<file path="src/rtl/mem_access_unit_pkg.sv">
// mem_access_unit_pkg -- shared definitions for the data-memory access unit.
// Holds the datapath width macro `LENGTH, the request size encodings, the
// FSM state encoding, the byte-enable constants, the latched-op struct and
// the alignment helper used when MEM_ALIGN_CHECK_EN is defined.
`ifndef LENGTH
`define LENGTH 32
`endif

package mem_access_unit_pkg;

  localparam logic [1:0] SZ_BYTE = 2'b00;
  localparam logic [1:0] SZ_HALF = 2'b01;
  localparam logic [1:0] SZ_WORD = 2'b10;  // 2'b11 is also treated as word

  localparam logic [3:0] BE_NONE    = 4'b0000;
  localparam logic [3:0] BE_BYTE    = 4'b0001;
  localparam logic [3:0] BE_HALF_LO = 4'b0011;
  localparam logic [3:0] BE_HALF_HI = 4'b1100;
  localparam logic [3:0] BE_WORD    = 4'b1111;

  typedef enum logic [1:0] {
    S_IDLE   = 2'd0,
    S_REQ    = 2'd1,
    S_WAIT_R = 2'd2,
    S_DONE   = 2'd3
  } mau_state_t;

  typedef struct packed {
    logic                 write;
    logic [1:0]           size;
    logic                 sgn;
    logic [`LENGTH-1:0]   addr;
    logic [`LENGTH-1:0]   wdata;
  } mem_op_t;

  // Natural alignment: bytes always fit, halves need addr[0]=0,
  // words need addr[1:0]=00.
  function automatic logic is_misaligned(input logic [1:0] size,
                                         input logic [1:0] addr_lo);
    case (size)
      SZ_BYTE: return 1'b0;
      SZ_HALF: return addr_lo[0];
      default: return addr_lo != 2'b00;
    endcase
  endfunction

endpackage

</file>
<file path="src/rtl/mem_access_unit_lane.sv">
// mem_lane_align -- combinational lane steering for a 32-bit data port.
// Ports:
//   i_size, i_signed, i_addr_lo : latched access size, sign flag, addr[1:0]
//   i_wdata  : right-aligned store data
//   i_rdata  : raw word from memory
//   o_be     : byte enables for the store/load
//   o_wdata  : store data replicated across all lanes of its size
//   o_rdata  : selected lane, sign- or zero-extended to 32 bits
`ifndef LENGTH
`define LENGTH 32
`endif

module mem_lane_align
  import mem_access_unit_pkg::*;
(
  input  logic [1:0]         i_size,
  input  logic               i_signed,
  input  logic [1:0]         i_addr_lo,
  input  logic [`LENGTH-1:0] i_wdata,
  input  logic [`LENGTH-1:0] i_rdata,
  output logic [3:0]         o_be,
  output logic [`LENGTH-1:0] o_wdata,
  output logic [`LENGTH-1:0] o_rdata
);

  logic [7:0]  w_byte;
  logic [15:0] w_half;

  always_comb begin
    w_byte  = i_rdata[{i_addr_lo, 3'b000} +: 8];
    w_half  = i_addr_lo[1] ? i_rdata[31:16] : i_rdata[15:0];
    o_be    = BE_WORD;
    o_wdata = i_wdata;
    o_rdata = i_rdata;
    case (i_size)
      SZ_BYTE: begin
        o_be    = BE_BYTE << i_addr_lo;
        o_wdata = {4{i_wdata[7:0]}};
        o_rdata = {{24{i_signed & w_byte[7]}}, w_byte};
      end
      SZ_HALF: begin
        // addr[0] is ignored here; misalignment is caught upstream if enabled
        o_be    = i_addr_lo[1] ? BE_HALF_HI : BE_HALF_LO;
        o_wdata = {2{i_wdata[15:0]}};
        o_rdata = {{16{i_signed & w_half[15]}}, w_half};
      end
      default: begin
        o_be    = BE_WORD;
        o_wdata = i_wdata;
        o_rdata = i_rdata;
      end
    endcase
  end

endmodule

</file>
<file path="src/rtl/mem_access_unit.sv">
// mem_access_unit -- MEM-stage data-memory access FSM (IDLE/REQ/WAIT_R/DONE).
// Latches the EX/MEM op, issues one request on the dmem port, waits for
// read data if needed, and returns the extended load result in a register.
// Ports:
//   clk, rst                : clock (rising edge), async active-low reset
//   req_*                   : memory op from EX/MEM
//   stall                   : freezes PC/IF/ID/EX/MEM while the access is open
//   dmem_*                  : data-memory request/response port
//   Read_memory_data        : registered extended load result
//   mem_done, misalign      : one-cycle completion pulse and alignment fault
// Build option: define MEM_ALIGN_CHECK_EN to turn misaligned half/word
// accesses into an immediate DONE with misalign=1 and no memory request.
`ifndef LENGTH
`define LENGTH 32
`endif

module mem_access_unit
  import mem_access_unit_pkg::*;
(
  input  logic               clk,
  input  logic               rst,
  input  logic               req_valid,
  input  logic               req_write,
  input  logic [1:0]         req_size,
  input  logic               req_signed,
  input  logic [`LENGTH-1:0] req_addr,
  input  logic [`LENGTH-1:0] req_wdata,
  output logic               stall,
  output logic               dmem_req,
  output logic               dmem_we,
  output logic [`LENGTH-1:0] dmem_addr,
  output logic [`LENGTH-1:0] dmem_wdata,
  output logic [3:0]         dmem_be,
  input  logic               dmem_ready,
  input  logic               dmem_rvalid,
  input  logic [`LENGTH-1:0] dmem_rdata,
  output logic [`LENGTH-1:0] Read_memory_data,
  output logic               mem_done,
  output logic               misalign
);

  mau_state_t         r_state;
  mem_op_t            r_op;
  logic               r_req, r_we, r_done, r_misalign;
  logic [`LENGTH-1:0] r_rdata;

  logic [3:0]         w_be;
  logic [`LENGTH-1:0] w_wdata;
  logic [`LENGTH-1:0] w_rdata_ext;
  logic               w_misalign;

`ifdef MEM_ALIGN_CHECK_EN
  assign w_misalign = is_misaligned(req_size, req_addr[1:0]);
`else
  assign w_misalign = 1'b0;
`endif

  // Steering works from the latched op so dmem_* stay stable while held.
  mem_lane_align u_lane (
    .i_size    (r_op.size),
    .i_signed  (r_op.sgn),
    .i_addr_lo (r_op.addr[1:0]),
    .i_wdata   (r_op.wdata),
    .i_rdata   (dmem_rdata),
    .o_be      (w_be),
    .o_wdata   (w_wdata),
    .o_rdata   (w_rdata_ext)
  );

  always_ff @(posedge clk or negedge rst) begin
    if (!rst) begin
      r_state    <= S_IDLE;
      r_op       <= '0;
      r_req      <= 1'b0;
      r_we       <= 1'b0;
      r_done     <= 1'b0;
      r_misalign <= 1'b0;
      r_rdata    <= '0;
    end else begin
      case (r_state)
        S_IDLE: begin
          if (req_valid) begin
            r_op <= '{write: req_write, size: req_size, sgn: req_signed,
                      addr: req_addr, wdata: req_wdata};
            if (w_misalign) begin
              r_state    <= S_DONE;
              r_done     <= 1'b1;
              r_misalign <= 1'b1;
            end else begin
              r_state <= S_REQ;
              r_req   <= 1'b1;
              r_we    <= req_write;
            end
          end
        end
        S_REQ: begin
          if (dmem_ready) begin
            r_req <= 1'b0;
            r_we  <= 1'b0;
            if (r_op.write || dmem_rvalid) begin
              r_state <= S_DONE;
              r_done  <= 1'b1;
              if (!r_op.write) r_rdata <= w_rdata_ext;
            end else begin
              r_state <= S_WAIT_R;
            end
          end
        end
        S_WAIT_R: begin
          if (dmem_rvalid) begin
            r_rdata <= w_rdata_ext;
            r_state <= S_DONE;
            r_done  <= 1'b1;
          end
        end
        S_DONE: begin
          r_done     <= 1'b0;
          r_misalign <= 1'b0;
          r_state    <= S_IDLE;
        end
        default: r_state <= S_IDLE;
      endcase
    end
  end

  // stall must rise in the same cycle a request appears, so it decodes req_valid.
  assign stall = (r_state == S_IDLE && req_valid) ||
                 (r_state == S_REQ) || (r_state == S_WAIT_R);

  assign dmem_req         = r_req;
  assign dmem_we          = r_we;
  assign dmem_addr        = {r_op.addr[`LENGTH-1:2], 2'b00};
  assign dmem_wdata       = w_wdata;
  assign dmem_be          = r_req ? w_be : BE_NONE;
  assign Read_memory_data = r_rdata;
  assign mem_done         = r_done;
  assign misalign         = r_misalign;

endmodule
</file>
<file path="config.mk">
export PLATFORM = sky130hd
export DESIGN_NAME = mem_access_unit
export DESIGN_NICKNAME = d
export VERILOG_FILES = /design/src/rtl/mem_access_unit_pkg.sv /design/src/rtl/mem_access_unit_lane.sv /design/src/rtl/mem_access_unit.sv
export SDC_FILE = /design/constraint.sdc
export NUM_CORES = 1
export LEC_CHECK = 0
export ABC_AREA = 1
export CORE_MARGIN = 2
export CORE_UTILIZATION = 55
export DETAILED_ROUTE_END_ITERATION = 8
export DONT_BUFFER_PORTS = 1
export PLACE_DENSITY = 0.79
export RECOVER_POWER = 100
export SLEW_MARGIN = 20
export SYNTH_ARGS = -nofsm -noshare
export SYNTH_HDL_FRONTEND = slang
export SYNTH_SLANG_ARGS = --single-unit
</file>
<file path="constraint.sdc">
create_clock -name clk -period 2.15 [get_ports clk]
set_clock_uncertainty 0.05 [all_clocks]
set_input_delay 0.43 -clock clk [delete_from_list [all_inputs] [get_ports clk]]
set_output_delay 0.43 -clock clk [all_outputs]
set_load 0.01 [all_outputs]
</file>
==> metrics.cfg <==
[status]
status=finished, violations left
violations=negative hold slack

[global_routing]
grt_antenna_before_repair=0
grt_start_max_net_pins=106
grtUsageTotal_pct=26.5
grt_pass1_vias=4844
grt_first_pass_wirelength_mm=23.4
grt_remaining_overflow=0

[floorplan]
die_area_um2=11400
io_pins=210
dieHeight_um=107
initial_utilization_pct=56.4
die-width_um=107
core_area_um2=10300
row_count=37

[setup_path]
start_kind=flip-flop
worst-path-buf-inv=1
cpMaxStageDelayCell=dfrtp_2
critPathCaptureType=output pin
cp.depth=3
r2r_start=r_state[1]
worstPathArrival_ns=1.57
cp-endpoint=dmem_be[2]
cpLargestDelayFamily=compound AO/OA/AOI/OAI gates
ff2ff_path_depth=10
r2r_end=Read_memory_data[26]
crit_chain=buf_8 -> o21ai_0 -> a21oi_1
crit_path_max_incr_delay_ns=0.46
crit_type=flip-flop to output pin
critPathRequiredTime_ns=1.67
startpoint=r_op[66]
reg2reg_slack_ns=0.22
cp_max_fo=35

[route]
viasPerCell=5.31
dr.pass1.iters=5
drc=0
finalWirelength_mm=14.6
dr.first_iter.drc_count=283
vias=4787
drt.antenna.violating_nets=0
wire_per_inst_um=16.2

[pwr]
p_int_w=0.00475
p_seq_share_pct=43.2
p_leak_nw=3.24
vdd_ir_drop_max_v=0.000711
switching_share_pct=48.1
p_sw_w=0.00440
power_density_nw_per_um2=1580
p_clk_share_pct=13.0
combPwrFrac_pct=43.7

[cts]
path_clk_slew_ns=0.10
clock-root-buffer=clkbuf_8
tritoncts=yes
cts.sinks=105
clock_latency_ns=0.37
clockBufferDepth=2
cts_made_buffers=9
htree_levels=3

[flow_run]
maxCapViolCount=0

[sta]
post-route-period-util_pct=95.3
tightest_slew_ns=0.617
hold_slack_ns=-0.310
drv_slew=0
setup_ws_ns=0.101
slew_headroom_pct=58.8
grt_setup_unrepaired=true
setup_violations=0
fin_crit_ns=2.05
max_freq_ghz=0.488
hold_viol_final=105

[synthesis]
ys_ff_latch=105
yosysTopAreaCellShare_pct=45.3
netlist_instances=814
netlist_top_cells_area=dfrtp_1, nand2_1, buf_4
synthesis.area_um2=5800
yosysWarnings=0
yosysSeqAreaShare_pct=45.3
synth_top_area_cell=dfrtp_1
syn_area_per_cell_um2=7.12
yosysUniqueCellTypes=27

[min_path]
hold_path.class=input pin to async pin

[cells_and_area]
final_common_cell=nand2_1
n_antenna_cell=0
layout.nets=869
fin_cells=901
final_cell_mix=nand2_1, dfrtp_1, inv_1, nor2_1, o21ai_0
final_core_utilization_pct=56.2
drive_gt1_share_pct=5.75
area_growth_pct=-0.345

[placement]
place.port_buffers=0
pre_cts_ws_ns=0.319
post-place-cells=885
place_congestion=0.911
post-dp-hpwl_mm=10.8

==> layout make-up <==
cell class	count	area, um2
Clock inverter	6	50.0
Tap cell	136	170
Fill cell	1018	4500
Timing Repair Buffer	13	115
Multi-Input combinational cell	548	2360
Sequential cell	105	2630
Clock buffer	10	138
Inverter	83	312
==> synthesized netlist by cell type (all sizes together) <==
cell type / count
nand2: 358
dfrtp: 105
inv: 83
buf: 63
nor2: 49
o21ai: 36
nand3: 34
or2: 26
a21oi: 22
clkbuf: 17
o211ai: 15
ha: 4
conb: 1
o22ai: 1
==> repair_timing <==
| item | CTS | global route |
|---|---|---|
| endpoints found under the hold margin | 105 | 105 |
| cloned | 0 | 0 |
| gates resized for setup | 1 | 2 |
| buffers inserted | 0 | 0 |
| setup endpoints to repair | 4 | 3 |
| pin swaps | 0 | 1 |
==> how the worst min path moves through the flow <==
stage          startpoint              endpoint  slack, ns  depth (start not counted)
2_1_floorplan         rst   Read_memory_data[0]       0.08                          0
3_3_place_gp          rst  Read_memory_data[16]       0.09                          0
3_5_place_dp          rst  Read_memory_data[20]       0.09                          0
4_1_cts               rst  Read_memory_data[25]      -0.33                          0
5_1_grt               rst  Read_memory_data[20]      -0.34                          0
6_report              rst  Read_memory_data[17]      -0.31                          0
==> cell families (layout without fill, tap and decap cells) <==
logic type      after synthesis  after routing  synth area share (%)
compound gates               74             74                  7.12
fa+ha+maj                     4              4                 0.864
buf+inv                     163            112                  14.0
simple gates                467            467                  32.6
flops                       105            105                  45.3
other cells                   1              3                0.0647
==> registers in the layout (all words and copies together), names as in the netlist <==
register,count
r_state,2
Read_memory_data,32
mem_done,1
r_op,38
dmem_req,1
dmem_addr,30
dmem_we,1
==> through the flow <==
stage	total power [W]	TNS (ns)	instance area (um2)
after floorplan	0.00743	0	5800
after global placement	0.00784	0	5590
after global routing	0.00997	-0.000735	5780
after detailed placement	0.00801	0	5590
after CTS	0.00921	0	5780
final	0.00915	0	5780
==> per-layer routing <==
| metal | share of wire, % | vias to the layer above | routed length (um) | track usage, % |
|---|---|---|---|---|
| met4 | 2.8 | 0 | 416 | 13.1 |
| met2 | 49 | 245 | 7210 | 44.2 |
| met3 | 11 | 30 | 1590 | 8.69 |
| met1 | 37 | 2204 | 5430 | 30.5 |
| met5 | 0 | - | 0 | 0 |
| li1 | - | 2308 | - | - |
==> power by group through the flow <==
stage / combinational, W / sequential (W) / clock [W]
after floorplan: 0.00389 / 0.00353 / 0
after global placement: 0.00386 / 0.00397 / 0
after detailed placement: 0.00402 / 0.00400 / 0
after CTS: 0.00403 / 0.00397 / 0.00121
after global routing: 0.00460 / 0.00408 / 0.00129
final: 0.00400 / 0.00395 / 0.00119
Note: power is estimated with default switching activity, not from simulation.
